$ cat src/rtl/yc_timing_pkg.sv
// Shared timing defaults, FSM encoding and window helper for the composite line sequencer.
package yc_timing_pkg;

  localparam logic [1:0] ST_SEARCH = 2'd0;
  localparam logic [1:0] ST_SYNC   = 2'd1;
  localparam logic [1:0] ST_LINE   = 2'd2;

  localparam int unsigned DEF_DATA_WIDTH   = 12;
  localparam int unsigned DEF_SEP_LATENCY  = 17;
  localparam int          DEF_SYNC_THRESH  = 256;
  localparam int unsigned DEF_SYNC_MIN     = 256;
  localparam int unsigned DEF_LINE_MIN     = 4400;
  localparam int unsigned DEF_LINE_TIMEOUT = 5200;
  localparam int unsigned DEF_BURST_START  = 45;
  localparam int unsigned DEF_BURST_LEN    = 186;
  localparam int unsigned DEF_ACTIVE_START = 350;
  localparam int unsigned DEF_ACTIVE_LEN   = 3900;
  localparam int unsigned DEF_LOCK_LINES   = 3;
  localparam int          DEF_BLANK_LEVEL  = 600;

  localparam int unsigned POS_W  = $clog2(DEF_LINE_TIMEOUT + 1);
  localparam int unsigned LINE_W = 10;

  function automatic logic in_window(input int unsigned p, input int unsigned start,
                                     input int unsigned len);
    return (p >= start) && (p < start + len);
  endfunction

endpackage

$ cat src/rtl/pulse_delay_line.sv
// Fixed-depth shift register; every stage clears on reset so no stale gate survives it.
module pulse_delay_line #(
  parameter int unsigned DEPTH = 17,
  parameter int unsigned WIDTH = 1
) (
  input  logic             clk,
  input  logic             rst_n,
  input  logic [WIDTH-1:0] din,
  output logic [WIDTH-1:0] dout
);

  logic [WIDTH-1:0] stage_q [DEPTH];

  always_ff @(posedge clk or negedge rst_n) begin
    if (!rst_n) begin
      for (int i = 0; i < DEPTH; i++) stage_q[i] <= '0;
    end else begin
      stage_q[0] <= din;
      for (int i = 1; i < DEPTH; i++) stage_q[i] <= stage_q[i-1];
    end
  end

  assign dout = stage_q[DEPTH-1];

endmodule

$ cat src/rtl/composite_line_sequencer.sv
// Horizontal sync detection, line lock and gate generation in front of the Y/C separator.
module composite_line_sequencer
  import yc_timing_pkg::*;
#(
  parameter int unsigned DATA_WIDTH   = DEF_DATA_WIDTH,
  parameter int unsigned SEP_LATENCY  = DEF_SEP_LATENCY,
  parameter int          SYNC_THRESH  = DEF_SYNC_THRESH,
  parameter int unsigned SYNC_MIN     = DEF_SYNC_MIN,
  parameter int unsigned LINE_MIN     = DEF_LINE_MIN,
  parameter int unsigned LINE_TIMEOUT = DEF_LINE_TIMEOUT,
  parameter int unsigned BURST_START  = DEF_BURST_START,
  parameter int unsigned BURST_LEN    = DEF_BURST_LEN,
  parameter int unsigned ACTIVE_START = DEF_ACTIVE_START,
  parameter int unsigned ACTIVE_LEN   = DEF_ACTIVE_LEN,
  parameter int unsigned LOCK_LINES   = DEF_LOCK_LINES,
  parameter int          BLANK_LEVEL  = DEF_BLANK_LEVEL
) (
  input  logic                         clk,
  input  logic                         rst_n,
  input  logic signed [DATA_WIDTH-1:0] data_in,
  output logic signed [DATA_WIDTH-1:0] sep_data,
  output logic                         sep_rst,
  output logic                         burst_gate,
  output logic                         active_valid,
  output logic                         hsync_pulse,
  output logic                         locked,
  output logic [LINE_W-1:0]            line_num
);

  // Never narrower than the package default position width.
  localparam int unsigned PW = ($clog2(LINE_TIMEOUT + 1) > POS_W) ? $clog2(LINE_TIMEOUT + 1)
                                                                  : POS_W;
  localparam int unsigned LW = $clog2(SYNC_MIN + 1);
  localparam int unsigned GW = $clog2(LOCK_LINES + 1);

  localparam logic signed [DATA_WIDTH-1:0] THRESH = DATA_WIDTH'(SYNC_THRESH);
  localparam logic signed [DATA_WIDTH-1:0] BLANK  = DATA_WIDTH'(BLANK_LEVEL);
  localparam logic [LW-1:0] LOW_MAX  = LW'(SYNC_MIN);
  localparam logic [LW-1:0] LOW_HIT  = LW'(SYNC_MIN - 1);
  localparam logic [PW-1:0] POS_MAX  = PW'(LINE_TIMEOUT);
  localparam logic [PW-1:0] POS_LAST = PW'(LINE_TIMEOUT - 1);
  localparam logic [PW-1:0] POS_FULL = PW'(LINE_MIN);
  localparam logic [GW-1:0] GOOD_MAX = GW'(LOCK_LINES);

  logic [1:0]              state_q, state_d;
  logic [LW-1:0]           low_cnt_q, low_cnt_d;
  logic [PW-1:0]           pos_q, pos_d;
  logic [GW-1:0]           good_q, good_d;
  logic                    locked_q, locked_d;
  logic [LINE_W-1:0]       line_q, line_d;
  logic                    hsync_q, hsync_d;
  logic signed [DATA_WIDTH-1:0] sep_data_q, sep_data_d;
  logic                    sep_rst_q;
  logic                    burst_q, burst_d;
  logic                    active_pre_q, active_pre_d;
  logic                    low, sync_hit;

  assign low      = data_in < THRESH;
  assign sync_hit = low && (low_cnt_q == LOW_HIT);

  always_comb begin
    if (!low)                   low_cnt_d = '0;
    else if (low_cnt_q == LOW_MAX) low_cnt_d = low_cnt_q;
    else                        low_cnt_d = low_cnt_q + LW'(1);
  end

  always_comb begin
    state_d  = state_q;
    pos_d    = (pos_q == POS_MAX) ? pos_q : pos_q + PW'(1);
    good_d   = good_q;
    locked_d = locked_q;
    line_d   = line_q;
    hsync_d  = 1'b0;
    case (state_q)
      ST_SEARCH: if (sync_hit) state_d = ST_SYNC;
      ST_SYNC: begin
        if (!low) begin
          state_d = ST_LINE;
          pos_d   = '0;
          hsync_d = 1'b1;
        end
      end
      ST_LINE: begin
        // Timeout has priority over a sync landing on the same sample.
        if (pos_q >= POS_LAST) begin
          state_d  = ST_SEARCH;
          locked_d = 1'b0;
          good_d   = '0;
        end else if (sync_hit) begin
          state_d = ST_SYNC;
          if (pos_q >= POS_FULL) begin
            if (good_q != GOOD_MAX) good_d = good_q + GW'(1);
            if (good_d == GOOD_MAX) locked_d = 1'b1;
            line_d = line_q + LINE_W'(1);
          end else begin
            line_d = '0;
          end
        end
      end
      default: state_d = ST_SEARCH;
    endcase
  end

  always_comb begin
    sep_data_d   = (state_q == ST_SYNC) ? BLANK : data_in;
    burst_d      = locked_q && (state_q == ST_LINE) &&
                   in_window(32'(pos_q), BURST_START, BURST_LEN);
    active_pre_d = locked_q && (state_q == ST_LINE) &&
                   in_window(32'(pos_q), ACTIVE_START, ACTIVE_LEN);
  end

  always_ff @(posedge clk or negedge rst_n) begin
    if (!rst_n) begin
      state_q      <= ST_SEARCH;
      low_cnt_q    <= '0;
      pos_q        <= '0;
      good_q       <= '0;
      locked_q     <= 1'b0;
      line_q       <= '0;
      hsync_q      <= 1'b0;
      sep_data_q   <= '0;
      sep_rst_q    <= 1'b1;
      burst_q      <= 1'b0;
      active_pre_q <= 1'b0;
    end else begin
      state_q      <= state_d;
      low_cnt_q    <= low_cnt_d;
      pos_q        <= pos_d;
      good_q       <= good_d;
      locked_q     <= locked_d;
      line_q       <= line_d;
      hsync_q      <= hsync_d;
      sep_data_q   <= sep_data_d;
      sep_rst_q    <= !locked_q;
      burst_q      <= burst_d;
      active_pre_q <= active_pre_d;
    end
  end

  pulse_delay_line #(
    .DEPTH (SEP_LATENCY),
    .WIDTH (1)
  ) u_active_dly (
    .clk   (clk),
    .rst_n (rst_n),
    .din   (active_pre_q),
    .dout  (active_valid)
  );

  assign sep_data    = sep_data_q;
  assign sep_rst     = sep_rst_q;
  assign burst_gate  = burst_q;
  assign hsync_pulse = hsync_q;
  assign locked      = locked_q;
  assign line_num    = line_q;

endmodule

$ cat config.mk
export PLATFORM = sky130hd
export DESIGN_NAME = composite_line_sequencer
export DESIGN_NICKNAME = d
export VERILOG_FILES = /design/src/rtl/yc_timing_pkg.sv /design/src/rtl/pulse_delay_line.sv /design/src/rtl/composite_line_sequencer.sv
export SDC_FILE = /design/constraint.sdc
export NUM_CORES = 1
export LEC_CHECK = 0
export BUFFER_PORTS_ARGS = -buffer_cell sky130_fd_sc_hd__buf_2
export CAP_MARGIN = 20
export CORE_ASPECT_RATIO = 2
export CORE_MARGIN = 2
export CORE_UTILIZATION = 59
export CTS_BUF_LIST = sky130_fd_sc_hd__clkbuf_2
export CTS_CLUSTER_SIZE = 8
export DETAILED_ROUTE_END_ITERATION = 12
export GPL_TIMING_DRIVEN = 1
export PLACE_DENSITY = 0.86
export SLEW_MARGIN = 40
export SYNTH_ARGS = -nofsm -noshare
export SYNTH_HDL_FRONTEND = slang
export SYNTH_HIERARCHICAL = 1
export SYNTH_SLANG_ARGS = --single-unit
$ cat constraint.sdc
create_clock -name clk -period 2.2 [get_ports clk]
set_input_delay 0.11 -clock clk [delete_from_list [all_inputs] [get_ports clk]]
set_output_delay 0.11 -clock clk [all_outputs]
set_load 0.005 [all_outputs]
Word-level counts from Yosys, hierarchy flattened
Index checks and enable logic that the tools add are counted.

word-level totals
  bits in registers = 70
  input bits = 14

operators by class
  equal/unequal tests = 9
  reductions and logical operators = 14
  $lt $le $gt $ge = 7
  bitwise logic cells = 1
  add/subtract/negate cells = 4
  muxes and demuxes = 25

operators by type and width
  operator                                                                        count
  13-bit two-way mux                                                              3
  13-bit >= comparator, second input constant                                     2
  2-bit two-way mux                                                               11
  9-bit two-way mux                                                               2
  13-bit by 1-bit adder with 13-bit output, second input constant                 1
  13-bit equality test, second input constant                                     1
  13-bit by 6-bit >= comparator with 1-bit output, second input constant          1
  13-bit by 9-bit >= comparator with 1-bit output, second input constant          1
  13-bit less-than comparator, second input constant                              1
  13-bit by 8-bit less-than comparator with 1-bit output, second input constant   1
  12-bit by 10-bit less-than comparator with 1-bit output, second input constant  1
  12-bit two-way mux                                                              1
  10-bit by 1-bit adder with 10-bit output, second input constant                 1
  10-bit two-way mux                                                              1
  9-bit by 1-bit adder with 9-bit output, second input constant                   1
  9-bit by 8-bit equality test with 1-bit output, second input constant           1
  9-bit equality test, second input constant                                      1
  1-bit logical AND                                                               6
  1-bit two-way mux                                                               6
  2-bit != test, second input constant                                            3
  2-bit case mux with 3 select lines                                              1
  3-bit AND reduction                                                             2
  2-bit nonzero test                                                              3
  2-bit equality test, second input constant                                      2
  6 further kinds                                                                 6

Longest topological paths before layout
  word-level depth = 11
  mapped depth = 9

Hierarchy
The synthesis kept the hierarchy.

by module, submodules not included
  module                    area an instance (µm²)  cells each  instances  sequential area each (µm²)
  composite_line_sequencer  2667.6                  270         1          1327.5
  pulse_delay_line          425.4                   17          1          425.4

Least setup slack after synthesis
No wires, ideal clock.

  kind = register to register
  start = register low_cnt_q[0]
  end = register line_q[7], in the netlist line_num[7]
  setup slack = 0.234 ns
  setup time = 0.096 ns
  data required time = 2.104 ns
  cell stages (with the launch flop) = 10
  arrival = 1.871 ns
  cell sequence = dfrtp_1 ha_1 nand2_1 nor2_1 and3_1 ha_1 o211ai_1 nor2_2 nand3_1 o31ai_1

between the ends
  word-level cells in the longest chain between the ends = 3

RTL lines
  item                                            RTL line                         RTL
  from (decl)                                     composite_line_sequencer.sv:46   logic [LW-1:0] low_cnt_q, low_cnt_d;
  from (signal assigned)                          composite_line_sequencer.sv:127  low_cnt_q <= low_cnt_d;
  9-bit by 8-bit equality test with 1-bit output  composite_line_sequencer.sv:59   assign sync_hit = low && (low_cnt_q == LOW_HIT);
  1-bit logical AND                               composite_line_sequencer.sv:59
  3-bit AND reduction (no line)                   -
  to (signal assigned)                            composite_line_sequencer.sv:131  line_q <= line_d;
  to (decl)                                       composite_line_sequencer.sv:50   logic [LINE_W-1:0] line_q, line_d;

Every way passes these cells.
A chain may end at the register's enable or synchronous reset.

Worst setup path in the final report
Ends and elaborated chain as after synthesis.

==> summary.txt <==
Status: finished, final reports clean
Share of layout cells above drive strength 1: 22.29%
Xor and xnor area share after synthesis: 4.248%
Multiplexer area fraction after synthesis: 0.6877%
Largest family of logic cells by synthesized area: simple AND/OR/NAND/NOR gates
CP Capture Type: register
WS Path Type: reg2reg
DR iter-0 viols: 45
Cell area after synthesis: 0.003093 sq mm
FF-to-FF Start: low_cnt_q[0]
Clk sinks: 70
Max cap viols: 0
Global router's overall resource usage: 26.78%
First-pass GRT wire length: 11,120 um
Required time worst endpoint: 2640 ps
Largest net degree at the start of global routing: 27
Die area: 0.005872 sq mm
CTS H-tree lvls: 3
Cells after synthesis: 287
Worst setup SP type: register
Syn_nets: 308
Ys async rst share: 100.0%
Post-synthesis simple-gate area fraction: 20.27%
Hold Path Class: in2async
Seq cells post-synth: 70
Initial Utilization: 60.74%
Vias per cell: 5.701
Hold Violations, Final: 0
Avg Cell Area, Syn: 10.78 sq um
Antenna violations before repair: 0
Ratio of total power to cell area: 872.2 mW/mm^2
Worst Reg2Reg Path Length in Cells: 9
FF-to-FF End: line_num[7]
Die height: 106.4 um
Fin nets: 366
Fmax: 488.9 MHz
Commonest non-fill, non-tap cell in the layout: dfrtp_1
Die width: 55.20 um
CTS tree: done
Crit path from: low_cnt_q[0]
Total detailed-routing wirelength: 6913 um
Total power: 3164 uW
Grt total ovfl: 0
Post-Synth Adder-Cell Area: 2.832%
TNS Setup: 0 ps
Max FO, Critical Path: 13
RSZ-0062 raised after global routing: no
Via count: 2,326
Number of global-route vias before repair: 2,424
Post-route DRC: 0
DP HPWL: 4532 um
Area grow syn2layout: 17.27%
Fin worst setup slack: 154.5 ps
Setup-failing EPs final: 0
I/O pin total: 41
Post-route ant nets: 0
Post-synthesis cell type count: 49
Latest clock arrival within the worst-skew pair: 530 ps
Clock buffer depth: 2
Top_reg_cell synth: dfrtp_1
GPL Wtd Cong: 0.8229
VDD IR max: 0.8567 mV
Least-Margin Pin Slew: 672.3 ps
Min Tclk post-route: 2045 ps
Reg clk slew, reported paths: 220 ps
Fin Clk Skew: 24.60 ps
Compound-Gate Fraction of Synth Area: 11.49%
Cell Rows: 37
Post-place setup slack: 145.7 ps
Post-synth EDFFs: 0
PortBufs: 40
CTS root buf: clkbuf_2
Critical Path AT: 2490 ps
Synthesis Warnings: 6
Crit share post-route: 92.98%
# diodes: 0
Slew HR: 55.01%
Sequential cell area fraction in the yosys report: 56.67%
Most frequent cells in the layout: 69 x dfrtp_1, 40 x buf_2, 35 x nor2_1
First-pass iteration count of the detailed router: 4
Reg2reg setup slack: 150 ps
Inserted Clock Buffers: 9
Fin. max-slew vios: 0
Core box area: 0.005092 sq mm
Avg WL per Cell: 16.94 um
P_leak: 0.001730 uW
## per-layer routing
metal | wire length [um] | vias up | GRT usage [%]
met1 | 2523 | 1144 | 27.68
met5 | 0 | - | 0
met3 | 302 | 14 | 8.287
li1 | - | 1109 | -
met2 | 3892 | 59 | 46.26
met4 | 195 | 0 | 12.37
## cells by family after synthesis
kind of cell,after synthesis
muxes,2
AOI/OAI and AO/OA,51
DFF,70
buffers and inverters,23
adders and majority gates,7
and+or+nand+nor,119
xor gates and xnor gates,15
## final cells by class
cell class	count	area (sq um)
flip-flops and latches	70	1753
inverters	8	30.03
repair buffers	62	397.9
well taps	58	72.57
clock buffers	10	50.05
fillers	378	1465
multi-input cells	194	1230
clock inverters	6	93.84
## critical path: stages (launching register included)
cell,delay [ps]
dfrtp_1,430
ha_2,220
nand2_1,60
nor2_1,170
and3_1,180
ha_1,180
o211ai_1,120
buf_4,220
o31ai_1,270
o31ai_1,110
## worst max-delay path by stage
| stage | to | slack [ps] |
|---|---|---|
| 2_1_floorplan | line_num[7] | 230 |
| 3_3_place_gp | line_num[3] | 280 |
| 3_5_place_dp | line_num[9] | 150 |
| 4_1_cts | line_num[7] | 160 |
| 5_1_grt | line_num[7] | 10 |
| 6_report | line_num[7] | 150 |
## Yosys cell counts, drive strengths merged, types with 2 or more instances
cell	number	area share [%]
nand2b	8	1.6
a21oi	9	1.5
nor2	36	4.5
xor2	9	2.5
nor4b	3	0.85
o41ai	2	0.57
buf	10	2.1
and3	8	1.6
ha	7	2.8
nand4	7	1.4
a211oi	2	0.49
a31oi	3	0.61
o31ai	11	2.7
dfrtp	69	56
inv	8	0.97
clkbuf	5	0.69
nand3	15	2.4
a41oi	2	0.57
xnor2	6	1.7
o21ai	13	2.1
or3	5	1.3
nor3	8	1.5
nor2b	2	0.40
o211ai	2	0.49
nand2	12	1.5
and2	11	2.3
## metrics by stage
step	instance area, sq um	util [%]	std cells	hold WS [ps]
floorplan	3093	-	287	-185.6
global placement	3331	65.41	377	86.16
global route	3627	71.23	408	51.50
CTS	3605	70.79	406	39.67
detailed placement	3331	65.41	377	97.51
finish	3627	71.23	408	42.56
## power by group
group / internal [uW] / switching (uW) / total (uW)
sequential: 1400 / 216 / 1620
clock: 390 / 496 / 887
combinational: 301 / 357 / 658
total: 2090 / 1070 / 3160
## state kept, by name, summed over array words and instances (netlist names)
| register | flops |
|---|---|
| active_pre_q | 1 |
| burst_gate | 1 |
| good_q | 2 |
| hsync_pulse | 1 |
| line_num | 10 |
| locked | 1 |
| low_cnt_q | 9 |
| pos_q | 13 |
| sep_data | 12 |
| sep_rst | 1 |
| state_q | 2 |
| u_active_dly/dout | 1 |
| u_active_dly/stage_q | 16 |
## what timing repair did
action                                  4_1_cts  5_1_grt
resized for setup                             0        2
setup buffers                                 0        2
hold buffers                                 13        0
endpoints found under the setup margin        0       10
endpoints found under the hold margin        75        0
Power figures use the tool's default switching activity.
